### config.mk
export PLATFORM = sky130hd
export DESIGN_NAME = fetch_stage
export DESIGN_NICKNAME = d
export VERILOG_FILES = /design/src/rtl/fetch_pkg.sv /design/src/rtl/fetch_stage_pc_register.sv /design/src/rtl/fetch_stage.sv
export SDC_FILE = /design/constraint.sdc
export NUM_CORES = 1
export LEC_CHECK = 0
export BUFFER_PORTS_ARGS = -buffer_cell sky130_fd_sc_hd__buf_2
export CAP_MARGIN = 0
export CORE_ASPECT_RATIO = 0.7
export CORE_UTILIZATION = 41
export CTS_BUF_LIST = sky130_fd_sc_hd__clkbuf_4
export CTS_CLUSTER_SIZE = 20
export DETAILED_ROUTE_END_ITERATION = 10
export HOLD_SLACK_MARGIN = 0.12
export PLACE_DENSITY = 0.74
export RECOVER_POWER = 50
export SLEW_MARGIN = 30
export SYNTH_ARGS = -nofsm -noshare
export SYNTH_HDL_FRONTEND = slang
export SYNTH_SLANG_ARGS = --single-unit
### constraint.sdc
create_clock -name clk -period 3.85 [get_ports clk]
set_clock_uncertainty 0.2 [all_clocks]
set_input_delay 0 -clock clk [delete_from_list [all_inputs] [get_ports clk]]
set_output_delay 0 -clock clk [all_outputs]
set_load 0.01 [all_outputs]
### src/rtl/fetch_pkg.sv
// Shared definitions for the IF stage: default addresses, bubble word and
// the IF/ID pipeline register bundle.
package fetch_pkg;

  localparam logic [31:0] RESET_PC_DEF = 32'h0040_0000;
  localparam logic [31:0] IMEM_LO_DEF  = 32'h0040_0000;
  localparam logic [31:0] IMEM_HI_DEF  = 32'h0040_4000;
  localparam logic [31:0] NOP_WORD_DEF = 32'h0000_0000;

  typedef struct packed {
    logic [31:0] instr;
    logic [31:0] pc;
    logic [31:0] pc_plus4;
    logic        valid;
  } ifid_t;

  // Bubble carries the NOP word, zeroed PC fields and valid cleared.
  function automatic ifid_t ifid_bubble(input logic [31:0] nop);
    ifid_t b;
    b.instr    = nop;
    b.pc       = '0;
    b.pc_plus4 = '0;
    b.valid    = 1'b0;
    return b;
  endfunction

endpackage

### src/rtl/fetch_stage_pc_register.sv
// Program counter: reset value, hold enable, redirect load (word aligned)
// and the +4 incrementer that wraps modulo 2^32.
module pc_register
  import fetch_pkg::*;
#(
  parameter logic [31:0] RESET_PC = RESET_PC_DEF
) (
  input  logic        clk,
  input  logic        reset,
  input  logic        hold,
  input  logic        load,
  input  logic [31:0] target,
  output logic [31:0] pc,
  output logic [31:0] pc_plus4
);

  assign pc_plus4 = pc + 32'd4;

  // PC update: load beats hold, hold beats increment; low two bits stay zero.
  always_ff @(posedge clk) begin
    if (reset) begin
      pc <= RESET_PC;
    end else if (load) begin
      pc <= target & 32'hFFFF_FFFC;
    end else if (!hold) begin
      pc <= pc_plus4;
    end
  end

endmodule

### src/rtl/fetch_stage.sv
// IF stage: drives the fetch address from the PC, captures the returned word
// into the IF/ID register, and applies halt > redirect > stall priority.
// Optional feature macro: FETCH_BOUNDS_CHECK_EN (fetch address range fault).
module fetch_stage
  import fetch_pkg::*;
#(
  parameter logic [31:0] RESET_PC = RESET_PC_DEF,
`ifdef FETCH_BOUNDS_CHECK_EN
  parameter logic [31:0] IMEM_LO  = IMEM_LO_DEF,
  parameter logic [31:0] IMEM_HI  = IMEM_HI_DEF,
`endif
  parameter logic [31:0] NOP_WORD = NOP_WORD_DEF
) (
  input  logic        clk,
  input  logic        reset,
  input  logic        Stall,
  input  logic        RedirectValid,
  input  logic [31:0] RedirectTarget,
  input  logic        Halt,
  input  logic [31:0] Instruction,
  output logic [31:0] ByteAddress,
  output logic [31:0] IfIdInstr,
  output logic [31:0] IfIdPc,
  output logic [31:0] IfIdPcPlus4,
  output logic        IfIdValid,
  output logic        Halted,
  output logic        FetchFault
);

  logic [31:0] pc;
  logic [31:0] pc_plus4;
  logic        halted_q;
  logic        oob;
  logic        halt_now;
  logic        fault_now;
  logic        stop;
  logic        load;
  logic        hold;
  ifid_t       ifid_p1;

`ifdef FETCH_BOUNDS_CHECK_EN
  logic fault_q;
  assign oob        = (pc < IMEM_LO) || (pc > IMEM_HI);
  assign FetchFault = fault_q;
`else
  assign oob        = 1'b0;
  assign FetchFault = 1'b0;
`endif

  // A pending halt masks the range check; either one freezes the stage.
  assign halt_now  = halted_q | Halt;
  assign fault_now = ~halt_now & oob;
  assign stop      = halt_now | fault_now;
  assign load      = RedirectValid & ~stop;
  assign hold      = stop | Stall;

  pc_register #(.RESET_PC(RESET_PC)) u_pc (
    .clk      (clk),
    .reset    (reset),
    .hold     (hold),
    .load     (load),
    .target   (RedirectTarget),
    .pc       (pc),
    .pc_plus4 (pc_plus4)
  );

  // IF/ID register and sticky status latches.
  always_ff @(posedge clk) begin
    if (reset) begin
      ifid_p1  <= ifid_bubble(NOP_WORD);
      halted_q <= 1'b0;
`ifdef FETCH_BOUNDS_CHECK_EN
      fault_q  <= 1'b0;
`endif
    end else begin
      if (stop) halted_q <= 1'b1;
`ifdef FETCH_BOUNDS_CHECK_EN
      if (fault_now) fault_q <= 1'b1;
`endif
      if (stop || RedirectValid) begin
        ifid_p1 <= ifid_bubble(NOP_WORD);
      end else if (!Stall) begin
        ifid_p1.instr    <= Instruction;
        ifid_p1.pc       <= pc;
        ifid_p1.pc_plus4 <= pc_plus4;
        ifid_p1.valid    <= 1'b1;
      end
    end
  end

  assign ByteAddress = pc;
  assign IfIdInstr   = ifid_p1.instr;
  assign IfIdPc      = ifid_p1.pc;
  assign IfIdPcPlus4 = ifid_p1.pc_plus4;
  assign IfIdValid   = ifid_p1.valid;
  assign Halted      = halted_q;

endmodule
==> run metrics <==
number of global-route vias before repair 6076; CP max stage cell dfxtp_1; Post-DP HPWL 10800 um; PortBufs 190; clock root buffer clkbuf_4; Hold Path Sink IfIdPcPlus4[7]; DRC marker count from the first detailed-route iteration 435; first-pass GRT wire length 31200 um; Max Root-Sink Buffers 2; FMAX 0.274 GHz; Synth top cells by count dfxtp_1, nor2_1, mux2i_1, a21oi_1, o21ai_0; CTS tree done; Crit Path Class flop to flop; synth warn 0; CP cell instances nand3_2, nor3_4, a22o_1, dlygate4sd3_1, a22oi_1, dlygate4sd3_1, nor2_1, dlygate4sd3_1; floorplan core area 13200 um^2; layout cell share with drive strength beyond 1 12.9%; Starting Density 42.3%; Placer Congestion 0.812; antenna cells 0; row cnt 35; Hold Crit Start IfIdPcPlus4[7]; WL per Instance 17.0 um; Seq cells post-synth 124; Crit Reg-Reg Endpoint u_pc.pc[11]; NetSw 792 uW; die area 14100 um^2; Clock transition at path regs 120 ps; post-route minimum period 3650 ps; EDFF count, synth 0; largest net degree at the start of global routing 54; Clk network pwr share 36.6%; Seq/Total Area, Yosys 44.4%; CP Data Required Time 4140 ps; die width 142 um; Final nets 1053; Syn Inst Count 628; area grow syn2layout 55.2%; GRT Resource Usage Total 28.5%; Rel. slew slack 45.1%; count of cell types in the netlist 56; LEAKAGE 0.00351 uW; Syn Area/Cell 8.91 um^2; CP max FO 11; FF-to-FF Start u_pc.pc[4]; Via density 5.25; final hold vios 0; initial antenna violation count 0; outcome complete, no violations; combinational share of power 15.3%; die height 99.7 um; Num CTS Buffers 17; Clock Latency Late Sink 540 ps; Synth area leaders dfxtp_1, mux2i_1, nor2_1, a21oi_1, xor2_1; max-slew violations 0; H-tree depth 4; max_cap viols 0; Post-Place Worst Slack 1300 ps; antenna viol nets, final 0; top_reg_cell synth dfxtp_1; drc violations 0; slowest cell delay on critical path 620 ps; cell area after synthesis 5590 um^2; sw frac 27.7%; Startpoint Class flop; DR vias 6203; RSZ-0062 raised after global routing false; Worst setup EP type flop; P_int 2070 uW; worst-margin pin slew 824 ps; Hold Path Class flop to flop; final worst setup slack 205 ps; R2R cell count 8; global route total overflow 0; FFs w/ async S/R, synth 0%; Max VDD drop 0.000218 V; critical path arrival 3940 ps; dominant cell type by area after synthesis dfxtp_1; Synth top area share 44.4%; clock sink count 124; sequential share of power 48.1%; # setup viols final 0; CP most frequent cell dlygate4sd3_1; setup TNS 0 ps; power density over the cells 330 nW/um^2; count leader, synth dfxtp_1; Total Wirelength 20100 um; Tcrit/Tclk final 94.7%; hold path cells 2; Ports 200; DRT Pass-1 Iters 5; Reg2Reg Setup Slack 200 ps; post-cts gate resize count 0
[per-layer routing]
layer,vias to the layer above,global-route usage [%],part of all wire (%)
met5,-,0,0
met4,0,12.1,2.6
met3,56,8.33,9.0
met2,316,45.7,45
met1,2913,35.7,43
li1,2918,-,-
[worst max-delay path: cells and delay by family (launching register included)]
kind                   cells  cell delay (ps)
buffers and inverters      3             1660
flip-flops                 1              620
AO/OA/AOI/OAI              2              260
AND/OR/NAND/NOR            3              850
[cell usage in the layout, fill, tap and decap left out, types with 6 or more instances in the layout]
cell type,count
nand3_1,20
dlygate4sd3_1,194
a22oi_1,15
mux2i_1,67
nand2_1,26
buf_4,9
clkbuf_1,124
dfxtp_1,124
or3_1,6
nor2_1,108
a31oi_1,7
nand4_1,16
conb_1,7
clkbuf_4,17
buf_2,66
xnor2_1,10
a211oi_1,6
o21ai_0,30
a21oi_1,35
xor2_1,19
nor3_1,9
[final cells by class]
cell class                 instances  area (um^2)
fill                            1093         4540
clock inverter                    15          196
clock buffer                      17          128
multi-input combinational        441         2820
sequential                       124         2480
timing repair buffer             393         2810
tap                              185          231
inverter                           6         22.5
[flip-flops by register name (all words and copies together) (netlist names)]
signal	flops
IfIdPcPlus4	30
IfIdInstr	32
u_pc.pc	30
IfIdPc	30
Halted	1
IfIdValid	1
[stage by stage]
stage | total power [uW] | cells | instance area [um^2] | hold WS (ps) | util, %
final | 2860 | 1181 | 8680 | 275 | 65.6
after global routing | 2980 | 1181 | 8680 | 279 | 65.6
after CTS | 2850 | 1181 | 8840 | 279 | 66.8
after detailed placement | 1680 | 955 | 6570 | 39.5 | 49.7
after global placement | 1670 | 955 | 6570 | 26.4 | 49.7
after floorplan | 1570 | 634 | 5620 | -56.1 | -
[worst max-delay path by stage]
stage	start	endpoint	slack (ps)	cells after the start
after global routing	u_pc.pc[4]	u_pc.pc[11]	30	8
after CTS	u_pc.pc[4]	u_pc.pc[9]	240	8
final	u_pc.pc[4]	u_pc.pc[11]	200	8
after detailed placement	u_pc.pc[2]	u_pc.pc[30]	1300	6
after floorplan	u_pc.pc[2]	u_pc.pc[30]	1590	6
after global placement	u_pc.pc[2]	u_pc.pc[30]	1370	6
[power groups by stage]
stage                     sequential (uW)  clock (uW)  combinational [uW]
after floorplan                      1390           0                 186
after global placement               1400           0                 274
after detailed placement             1400           0                 278
after CTS                            1370        1060                 426
after global routing                 1380        1130                 467
final                                1380        1050                 439
[what timing repair did]
action                                 4_1_cts  5_1_grt
setup buffers                                0        0
endpoints found under the hold margin      118        0
hold buffers                               194        0
[kinds of logic after synthesis]
kind of cell               share of synthesized area (%)
DFF                                                 44.4
muxes                                               12.0
other                                             0.0670
AOI/OAI and AO/OA                                   12.8
adders and majority gates                          0.224
and+or+nand+nor                                     20.0
xor gates and xnor gates                            4.54
buffers and inverters                               6.02
(Power assumes the default switching activity.)
